**src/rtl/piso_sched_pkg.sv**
```systemverilog
// Shared types and helpers for the piso_serial_sched block.
// The state enum always lists SHIFT_PAR; it is only reachable when the
// block is built with PISO_SCHED_PARITY_EN defined.
package piso_sched_pkg;

    typedef enum logic [1:0] {
        IDLE      = 2'd0,
        SHIFT     = 2'd1,
        SHIFT_PAR = 2'd2
    } state_t;

    localparam logic SRC0 = 1'b0;
    localparam logic SRC1 = 1'b1;

    // Width of the bit counter: it must hold WIDTH-1.
    function automatic int cnt_w(input int width);
        return (width < 2) ? 1 : $clog2(width);
    endfunction

endpackage

```
**src/rtl/piso_shift_reg.sv**
```systemverilog
// WIDTH-bit parallel-load, shift-left register; MSB is the serial bit.
// A load takes priority over a shift in the same cycle.
module piso_shift_reg #(
    parameter int WIDTH = 4
) (
    input  logic             clk,
    input  logic             rst_n,
    input  logic             load,
    input  logic [WIDTH-1:0] load_data,
    input  logic             shift_en,
    output logic             msb
);

    logic [WIDTH-1:0] sr;

    // Load a fresh word or advance the frame by one bit.
    always_ff @(posedge clk or negedge rst_n) begin
        if (!rst_n) begin
            sr <= '0;
        end else if (load) begin
            sr <= load_data;
        end else if (shift_en) begin
            sr <= {sr[WIDTH-2:0], 1'b0};
        end
    end

    assign msb = sr[WIDTH-1];

endmodule

```
**src/rtl/piso_serial_sched.sv**
```systemverilog
// Round-robin scheduler sharing one PISO datapath between two sources.
// Frames go out MSB-first with a valid/ready handshake and last marker.
// Optional even-parity trailer bit: define PISO_SCHED_PARITY_EN.
module piso_serial_sched
    import piso_sched_pkg::*;
#(
    parameter int WIDTH = 4
) (
    input  logic             clk,
    input  logic             rst_n,
    input  logic             req0_valid_i,
    input  logic [WIDTH-1:0] req0_data_i,
    output logic             req0_ready_o,
    input  logic             req1_valid_i,
    input  logic [WIDTH-1:0] req1_data_i,
    output logic             req1_ready_o,
    output logic             ser_data_o,
    output logic             ser_valid_o,
    output logic             ser_last_o,
    input  logic             ser_ready_i,
    output logic             grant_id_o
);

    localparam int CW = cnt_w(WIDTH);

    generate
        if (WIDTH < 2 || WIDTH > 16) begin : g_bad_width
            $error("piso_serial_sched: WIDTH must be 2..16");
        end
    endgenerate

    state_t           state;
    logic [CW-1:0]    bit_cnt;
    logic             rr_ptr;
    logic             sr_msb;
    logic             accept_slot;
    logic             any_valid;
    logic             gnt_id;
    logic             load;
    logic             shift_en;
    logic [WIDTH-1:0] load_data;
`ifdef PISO_SCHED_PARITY_EN
    logic             parity;
`endif

    // Accept slot: idle, or the final bit of the frame is being consumed.
    // Gated by rst_n so ready stays low while reset is asserted.
    always_comb begin
        accept_slot = 1'b0;
        if (rst_n) begin
`ifdef PISO_SCHED_PARITY_EN
            accept_slot = (state == IDLE) ||
                          (state == SHIFT_PAR && ser_ready_i);
`else
            accept_slot = (state == IDLE) ||
                          (state == SHIFT && ser_ready_i && bit_cnt == '0);
`endif
        end
    end

    // Round-robin pick: preferred source wins a tie, a lone source always wins.
    always_comb begin
        any_valid = req0_valid_i | req1_valid_i;
        gnt_id    = SRC0;
        if (req1_valid_i && (!req0_valid_i || rr_ptr == SRC1)) begin
            gnt_id = SRC1;
        end
        load         = accept_slot & any_valid;
        req0_ready_o = load & (gnt_id == SRC0);
        req1_ready_o = load & (gnt_id == SRC1);
        load_data    = (gnt_id == SRC1) ? req1_data_i : req0_data_i;
        shift_en     = (state == SHIFT) & ser_ready_i;
    end

    piso_shift_reg #(
        .WIDTH(WIDTH)
    ) u_shift (
        .clk       (clk),
        .rst_n     (rst_n),
        .load      (load),
        .load_data (load_data),
        .shift_en  (shift_en),
        .msb       (sr_msb)
    );

`ifdef PISO_SCHED_PARITY_EN
    assign ser_data_o = (state == SHIFT_PAR) ? parity : sr_msb;
`else
    assign ser_data_o = sr_msb;
`endif

    // Frame sequencer: load/arbitrate, count bits, drive valid and last.
    always_ff @(posedge clk or negedge rst_n) begin
        if (!rst_n) begin
            state       <= IDLE;
            bit_cnt     <= '0;
            rr_ptr      <= SRC0;
            grant_id_o  <= SRC0;
            ser_valid_o <= 1'b0;
            ser_last_o  <= 1'b0;
`ifdef PISO_SCHED_PARITY_EN
            parity      <= 1'b0;
`endif
        end else if (load) begin
            state       <= SHIFT;
            bit_cnt     <= CW'(WIDTH - 1);
            grant_id_o  <= gnt_id;
            rr_ptr      <= ~gnt_id;
            ser_valid_o <= 1'b1;
            ser_last_o  <= 1'b0;
`ifdef PISO_SCHED_PARITY_EN
            parity      <= 1'b0;
`endif
        end else begin
            case (state)
                IDLE: begin
                    ser_valid_o <= 1'b0;
                    ser_last_o  <= 1'b0;
                end
                SHIFT: begin
                    if (ser_ready_i) begin
`ifdef PISO_SCHED_PARITY_EN
                        parity <= parity ^ sr_msb;
`endif
                        if (bit_cnt == '0) begin
`ifdef PISO_SCHED_PARITY_EN
                            state      <= SHIFT_PAR;
                            ser_last_o <= 1'b1;
`else
                            state       <= IDLE;
                            ser_valid_o <= 1'b0;
                            ser_last_o  <= 1'b0;
`endif
                        end else begin
                            bit_cnt <= bit_cnt - 1'b1;
`ifndef PISO_SCHED_PARITY_EN
                            ser_last_o <= (bit_cnt == CW'(1));
`endif
                        end
                    end
                end
`ifdef PISO_SCHED_PARITY_EN
                SHIFT_PAR: begin
                    if (ser_ready_i) begin
                        state       <= IDLE;
                        ser_valid_o <= 1'b0;
                        ser_last_o  <= 1'b0;
                    end
                end
`endif
                default: begin
                    state       <= IDLE;
                    ser_valid_o <= 1'b0;
                    ser_last_o  <= 1'b0;
                end
            endcase
        end
    end

endmodule

```
**config.mk**
```make
export PLATFORM = sky130hd
export DESIGN_NAME = piso_serial_sched
export DESIGN_NICKNAME = d
export VERILOG_FILES = /design/src/rtl/piso_sched_pkg.sv /design/src/rtl/piso_shift_reg.sv /design/src/rtl/piso_serial_sched.sv
export SDC_FILE = /design/constraint.sdc
export NUM_CORES = 1
export LEC_CHECK = 0
export BUFFER_PORTS_ARGS = -buffer_cell sky130_fd_sc_hd__buf_2
export CORE_UTILIZATION = 42
export CTS_CLUSTER_SIZE = 28
export DETAILED_ROUTE_END_ITERATION = 8
export PLACE_DENSITY = 0.72
export REMOVE_ABC_BUFFERS = 1
export SYNTH_ARGS = -nofsm -noshare
export SYNTH_HDL_FRONTEND = slang
export SYNTH_SLANG_ARGS = --single-unit
```
**constraint.sdc**
```tcl
create_clock -name clk -period 1.43 [get_ports clk]
set_input_delay 0.2145 -clock clk [delete_from_list [all_inputs] [get_ports clk]]
set_output_delay 0.2145 -clock clk [all_outputs]
set_load 0.02 [all_outputs]
```
Word level (Yosys, flattened, before mapping)
Index checks and enable logic that the tools add are counted.

Add/sub/neg operators: 1. Eq/ne operators: 6. Muxes and demuxes: 21. Bitwise operators: 6. Reduce and logical (&&, ||, !) cells: 14.

Operators by type and width (count): 2-bit two-way mux (7); 4-bit two-way mux (3); 1-bit two-way mux (10); 3-bit AND reduction (2); 2-bit nonzero test (3); 1-bit bitwise AND (4); 2-bit by 1-bit equality test with 1-bit output, second input constant (2); 2-bit zero test (2); 2-bit inequality test, second input constant (2); 2-bit case mux with 2 select lines (1); 1-bit logical AND (3); 3-bit by 2-bit inequality test with 1-bit output, second input constant (1); 3-bit inequality test, second input constant (1); 1-bit logical OR (2); 2-bit AND reduction (1); 2-bit by 1-bit subtractor with 2-bit output, second input constant (1); 1-bit zero test (1); 1-bit NOT (1); 1-bit OR (1).

Register bits after elaboration: 12. Input bits: 13. Output and inout port bits: 6. Word-level logic and storage cells: 55.

Logic depth before layout (Yosys ltp)
Gate-level depths: netlist of run 1.

Depth after elaboration: 8. Mapped depth: 7. Depth with buffers taken out: 6.

Modules after synthesis
From an unflattened synthesis of run 1, not the netlist that was laid out.

Cells, all modules: 53. Area total of the unflattened synthesis: 576.8 sq um.

By module, submodules not included: piso_serial_sched (times used 1, cells each 38, area an instance 407.9 sq um, sequential area each 175.2 sq um); piso_shift_reg (times used 1, cells each 15, area an instance 168.9 sq um, sequential area each 100.1 sq um).

Least setup slack after synthesis of run 1
No wires, ideal clock.

Path kind: reg2out. Start: reg bit_cnt[0]. End: out req0_ready_o. Arrival time: 1.303 ns. Data required time: 1.216 ns. Setup slack: -0.087 ns. Stages on the path, launching flop included: 6. Path through: dfrtp_1 > inv_1 > ha_1 > a21boi_2 > nor2_1 > and2_1.

Longest elaborated chain between the ends: 6.

RTL lines: start, declared (line piso_serial_sched.sv:33) `logic [CW-1:0] bit_cnt;`; start signal, assigned (line piso_serial_sched.sv:106) `bit_cnt <= CW'(WIDTH - 1);`; start signal, assigned (line piso_serial_sched.sv:135) `bit_cnt <= bit_cnt - 1'b1;`; 2-bit zero test (line piso_serial_sched.sv:56) `(state == SHIFT && ser_ready_i && bit_cnt == '0);`; 1-bit logical AND (line piso_serial_sched.sv:56); 1-bit logical OR (line piso_serial_sched.sv:55) `accept_slot = (state == IDLE) ||`; 1-bit two-way mux (line piso_serial_sched.sv:50) `if (rst_n) begin`; 1-bit bitwise AND (line piso_serial_sched.sv:68) `load = accept_slot & any_valid;`; 1-bit bitwise AND (line piso_serial_sched.sv:69) `req0_ready_o = load & (gnt_id == SRC0);`; end, declared (line piso_serial_sched.sv:13) `output logic req0_ready_o,`.

No other way between the ends.

Final worst setup path of run 1
Start: reg bit_cnt[1]. End: out req1_ready_o.

Longest elaborated chain between the ends: 6.

RTL lines: 2-bit zero test (line piso_serial_sched.sv:56); 1-bit logical AND (line piso_serial_sched.sv:56); 1-bit logical OR (line piso_serial_sched.sv:55); 1-bit two-way mux (line piso_serial_sched.sv:50); 1-bit bitwise AND (line piso_serial_sched.sv:68); 1-bit bitwise AND (line piso_serial_sched.sv:70) `req1_ready_o = load & (gnt_id == SRC1);`; end, declared (line piso_serial_sched.sv:16) `output logic req1_ready_o,`.

No other way between the ends.

==> impl_metrics.env, run 1 <==
export IMPL_status="finished, violations left"
export IMPL_violations="setup timing"
export IMPL_synth_area_sq_um=580.6
export IMPL_fmax_mhz=603.5
export IMPL_die_area_sq_mm=0.001535
export IMPL_grt_pass1_vias=526
export IMPL_grt_pass1_wl_mm=2.256
export IMPL_grt_antenna_before_repair=0
export IMPL_post_route_period_util=1.159
export IMPL_portBuffers=18
export IMPL_syn_to_final_growth_pct=65.52
export IMPL_setup_worst_path_end="req1_ready_o"
export IMPL_power_total_mw=1.761
export IMPL_clk_pin_slew_ps=80
export IMPL_met1_length_um=664
export IMPL_async_reset_ff_frac=1.000
export IMPL_post_drt_via_cell_ratio=5.081
export IMPL_wl_mm=1.592
export IMPL_powerDensity_mw_per_mm2=1833
export IMPL_hold_viol_final=0
export IMPL_grt_ovfl_total=0
export IMPL_synthTopCellsByArea="dfrtp_1 47%, mux2i_1 6.9%, ha_1 4.3%"
export IMPL_ys_ff_latch=11
export IMPL_post_drt_wl_per_cell_um=14.34
export IMPL_drtIter0Drc=14
export IMPL_setup_viol=9
export IMPL_fin_area_sq_um=960.9
export IMPL_highest_layer="met4"
export IMPL_via_count=564
export IMPL_seq_area_frac_synth=0.4741
export IMPL_grt_max_degree=12
export IMPL_synth_top_area_frac=0.4741
export IMPL_start_util=0.4462
export IMPL_wl_met2_um=841
export IMPL_fin_ws_ps=-226.9
export IMPL_cp_depth=6
export IMPL_ant_nets=0
export IMPL_drt_pass1_iter_count=4
export IMPL_rr_startpoint="bit_cnt[1]"
export IMPL_synth_cells=54
export IMPL_cts_tree="built"
export IMPL_cp_startpoint="bit_cnt[1]"
export IMPL_n_fill_cell=99
export IMPL_hp_class="in2reg"
export IMPL_cts_buffers=3
export IMPL_n_antenna_cell=0
export IMPL_wl_met3_um=75
export IMPL_worstPathMaxFanout=2
export IMPL_slew_headroom=0.7744
export IMPL_cts_num_sinks=11
export IMPL_p_leak_nw=0.5107
export IMPL_ys_top_cells_by_count="11 x dfrtp_1, 4 x mux2i_1, 4 x nand2_1, 4 x nor2_1"
export IMPL_crit_arrival_ps=1440
export IMPL_synth_main_ff_cell="dfrtp_1"
export IMPL_cp_slowest_cell="dfrtp_1"
export IMPL_synth_top_area_cell="dfrtp_1"
export IMPL_clock_skew_ps=6.801
export IMPL_placed_area_sq_um=783.3
export IMPL_coreArea_sq_mm=0.001301
export IMPL_r2r_slack_ps=-130
export IMPL_cts_buffer_depth=2
export IMPL_ys_warn_count=0
export IMPL_fin_crit_ps=1657
export IMPL_tightest_slew_ps=337.5
export IMPL_gp_congestion=0.7083
export IMPL_reg2reg_depth=9
export IMPL_end_kind="output pin"
export IMPL_cap_violations=0
export IMPL_worstPathCellList="inv_2 -> ha_4 -> a21boi_2 -> or2_4 -> nor2_8 -> buf_6"
export IMPL_drc=0
export IMPL_path_class="reg2out"
export IMPL_cp_num_buf_inv=2
export IMPL_die_w_um=39.18
export IMPL_ys_types=24
export IMPL_cp_required_ps=1220
export IMPL_synth_edff_count=0
export IMPL_drv_slew=0
export IMPL_dp_slack_ps=-108.1
export IMPL_critPathTopFamily="flip-flops"
export IMPL_root_buffer="clkbuf_4"
export IMPL_die_h_um=39.18
export IMPL_slowest_delay_ps=400
export IMPL_place_hpwl_mm=1.027
export IMPL_synth_most_common_cell="dfrtp_1"
export IMPL_track_usage=0.2376
export IMPL_nNetsFinal=112
export IMPL_avgSynthCellArea_sq_um=10.75
export IMPL_ir_worst_vdd_mv=1.257
export IMPL_final_util=0.7385
export IMPL_clk_latency_ps=270
export IMPL_cts_htree_levels=1
export IMPL_io_pins=19
export IMPL_startpoint_type="flip-flop"
export IMPL_regArea_sq_um=275.3
export IMPL_rr_endpoint="u_shift.sr[3]"
export IMPL_rows=13
export IMPL_multi_input_area_sq_um=346.6
export IMPL_rsz0062_at_grt="yes"
export IMPL_drive_gt1_frac=0.6146
worst reg2reg max path: stages, from the launching register on:
cell      delay (ps)
dfrtp_1          370
inv_2             60
ha_4             160
a21boi_2         140
buf_4            140
nor2_4            30
buf_4            120
buf_6            120
a211oi_2         230
a21oi_1           70
kinds of logic (layout without fill, tap and decap cells):
family,after synthesis,in the layout,synth area share
simple gates,18,18,0.1811
compound gates,14,14,0.1789
flops,11,11,0.4741
mux,4,4,0.06897
buf+inv,4,46,0.03879
fa+ha+maj,2,2,0.04310
xor+xnor,1,1,0.01509
per-stage QoR:
step / std cells / hold slack (ps) / setup TNS, ps
2_1_floorplan: 53 / -81.09 / -202.0
3_3_place_gp: 100 / 178.4 / -210.1
3_5_place_dp: 100 / 179.1 / -498.4
4_1_cts: 108 / 234.4 / -472.8
5_1_grt: 111 / 239.1 / -1630
6_report: 111 / 232.3 / -765.3
how the worst min path moves through the flow:
stage	start	end	depth (start not counted)
after global placement	rst_n	ser_last_o	2
after CTS	req1_data_i[3]	u_shift.sr[3]	3
final	req0_data_i[0]	u_shift.sr[0]	3
after global routing	req0_data_i[0]	u_shift.sr[0]	3
after detailed placement	rst_n	bit_cnt[0]	2
after floorplan	rst_n	bit_cnt[0]	0
power breakdown:
part,leakage (nW),switching (mW),internal (mW)
Sequential,0.133,0.0988,0.454
Clock,0.0177,0.112,0.104
Combinational,0.359,0.473,0.520
layer usage:
metal,global-route usage,vias up
met5,0,-
met2,0.3917,18
met4,0.08621,0
li1,-,276
met1,0.2681,268
met3,0.1040,2
registers in the layout, summed over array words and instances, names as in the netlist:
signal and flops:
state 1, u_shift.sr 4, rr_ptr 1, grant_id_o 1, ser_last_o 1, ser_valid_o 1
bit_cnt 2
cell type report:
class | instances | area share
Multi-Input combinational cell | 39 | 0.3607
Timing Repair Buffer | 39 | 0.2930
Sequential cell | 11 | 0.2865
Clock buffer | 3 | 0.02344
Tap cell | 15 | 0.01953
Inverter | 3 | 0.01172
Clock inverter | 1 | 0.005208
timing repair:
item                                    CTS  global route
buffers inserted                          4             3
endpoints found under the setup margin   10             9
hold buffers                              1             0
pin swaps                                 6             6
gates resized for setup                  13            13
endpoints found under the hold margin    11             0
layout by cell type, fill, tap and decap left out, types with 3 or more instances in the layout:
cell type,instances
buf_2,16
and3_1,3
dfrtp_1,11
clkbuf_4,3
buf_6,7
mux2i_1,4
nand2_1,4
a211oi_2,3
a21oi_1,3
buf_4,15
(Power assumes the default switching activity.)
==> run 2: changes to the inputs <==
Settings changed: BUFFER_PORTS_ARGS -buffer_cell sky130_fd_sc_hd__buf_2 to -buffer_cell sky130_fd_sc_hd__buf_4, GPL_TIMING_DRIVEN set to 0.
==> impl_metrics.env, run 2 (synthesized netlist as in run 1, its figures left out) <==
export IMPL_fin_area_sq_um=868.3
export IMPL_p_leak_nw=0.4570
export IMPL_fmax_mhz=603.0
export IMPL_tightest_slew_ps=516.8
export IMPL_cap_violations=0
export IMPL_worstPathCellList="inv_2 -> ha_4 -> a21boi_4 -> or2_4 -> nor2_8 -> buf_6"
export IMPL_final_cell_mix="23 x buf_4, 11 x dfrtp_1, 4 x mux2i_1, 4 x nand2_1"
export IMPL_drtIter0Drc=2
export IMPL_grt_max_degree=13
export IMPL_track_usage=0.1964
export IMPL_status="finished, violations left"
export IMPL_cp_slowest_cell="dfrtp_1"
export IMPL_place_hpwl_um=750.5
export IMPL_top_regs="u_shift.sr (4), bit_cnt (2)"
export IMPL_hold_viol_final=11
export IMPL_nNetsFinal=99
export IMPL_ant_nets=0
export IMPL_clk_pin_slew_ps=70
export IMPL_gp_congestion=0.6730
export IMPL_setup_viol=5
export IMPL_multi_input_area_sq_um=330.3
export IMPL_die_h_um=39.18
export IMPL_drive_gt1_frac=0.4940
export IMPL_die_w_um=39.18
export IMPL_cts_tree="built"
export IMPL_cts_htree_levels=1
export IMPL_end_kind="output pin"
export IMPL_grt_antenna_before_repair=0
export IMPL_powerDensity_mw_per_mm2=1855
export IMPL_start_util=0.4462
export IMPL_post_drt_wl_per_cell_um=13.17
export IMPL_clock_skew_ps=2.292
export IMPL_drc=0
export IMPL_max_flop_register="u_shift.sr"
export IMPL_fin_crit_ps=1658
export IMPL_cts_buffer_depth=2
export IMPL_cp_num_buf_inv=2
export IMPL_cts_num_sinks=11
export IMPL_final_common_cell="buf_4"
export IMPL_critPathTopFamily="flip-flops"
export IMPL_clk_latency_ps=260
export IMPL_n_fill_cell=109
export IMPL_grt_pass1_wl_mm=1.876
export IMPL_regArea_sq_um=275.3
export IMPL_path_class="reg2out"
export IMPL_portBuffers=18
export IMPL_drt_pass1_iter_count=2
export IMPL_hp_class="in2async"
export IMPL_placed_area_sq_um=723.2
export IMPL_rows=13
export IMPL_post_drt_via_cell_ratio=5.122
export IMPL_post_route_period_util=1.160
export IMPL_root_buffer="clkbuf_4"
export IMPL_largest_reg_flops=4
export IMPL_io_pins=19
export IMPL_rsz0062_at_grt="yes"
export IMPL_violations="hold timing, setup timing"
export IMPL_ir_worst_vdd_mv=0.9228
export IMPL_reg2reg_depth=7
export IMPL_via_count=502
export IMPL_fin_ws_ps=-228.3
export IMPL_slew_headroom=0.6518
export IMPL_cp_depth=6
export IMPL_syn_to_final_growth_pct=49.57
export IMPL_drv_slew=0
export IMPL_cts_buffers=3
export IMPL_hold_slack_ps=-228.3
export IMPL_worstPathMaxFanout=3
export IMPL_coreArea_sq_mm=0.001301
export IMPL_rr_startpoint="bit_cnt[1]"
export IMPL_grt_pass1_vias=431
export IMPL_die_area_sq_mm=0.001535
export IMPL_wl_mm=1.291
export IMPL_startpoint_type="flip-flop"
export IMPL_slowest_delay_ps=390
export IMPL_crit_arrival_ps=1440
export IMPL_n_antenna_cell=0
export IMPL_final_util=0.6673
export IMPL_grt_ovfl_total=0
export IMPL_cp_required_ps=1220
export IMPL_cp_startpoint="bit_cnt[1]"
## run 2: path summary, 6_finish.rpt
path                                  to  slack, ps
max reg2reg                   grant_id_o        -90
min in group clk           u_shift.sr[0]        240
min                           bit_cnt[1]       -230
max                         req1_ready_o       -230
max in group asynchronous         rr_ptr       1510
min reg2reg                  ser_valid_o        480
## run 2: worst register-to-register path, cell delays in order (launching register included)
cell	delay, ps
dfrtp_1	390
inv_2	90
ha_4	160
a21boi_4	70
or2_4	260
buf_4	150
buf_6	120
a21o_1	170
## run 2: report_power, final
| part | total, mW | switching, mW | leakage [nW] | internal (mW) |
|---|---|---|---|---|
| Combinational | 0.855 | 0.408 | 0.308 | 0.446 |
| Clock | 0.210 | 0.102 | 0.0150 | 0.108 |
| Sequential | 0.546 | 0.0924 | 0.133 | 0.454 |
| Total | 1.61 | 0.603 | 0.457 | 1.01 |
## run 2: routing by layer
layer / GRT usage / vias to the layer above / part of all wire
met5: 0 / - / 0
met4: 0.1034 / 0 / 0.011
met3: 0.05202 / 2 / 0.033
met2: 0.3333 / 12 / 0.55
met1: 0.2210 / 242 / 0.41
li1: - / 246 / -
## run 2: repair_timing
action | CTS | global route
gates resized for setup | 10 | 6
endpoints found under the setup margin | 12 | 5
hold endpoints to repair | 11 | 11
pin swaps | 5 | 2
buffers inserted | 7 | 2
## run 2: cell type report
cell class,count,area share
Clock buffer,4,0.03026
Inverter,3,0.01297
Multi-Input combinational cell,39,0.3804
Sequential cell,11,0.3170
Tap cell,15,0.02161
Timing Repair Buffer,26,0.2378
## run 2: through the flow
stage / cells / setup slack [ps] / setup TNS [ps] / total power, mW
floorplan: 53 / -87.49 / -202.0 / 0.9334
detailed placement: 86 / -273.1 / -1450 / 1.132
finish: 98 / -228.3 / -577.7 / 1.610
global route: 98 / -281.4 / -844.6 / 1.718
global placement: 86 / -256.1 / -1178 / 1.113
CTS: 97 / -202.3 / -339.7 / 1.519
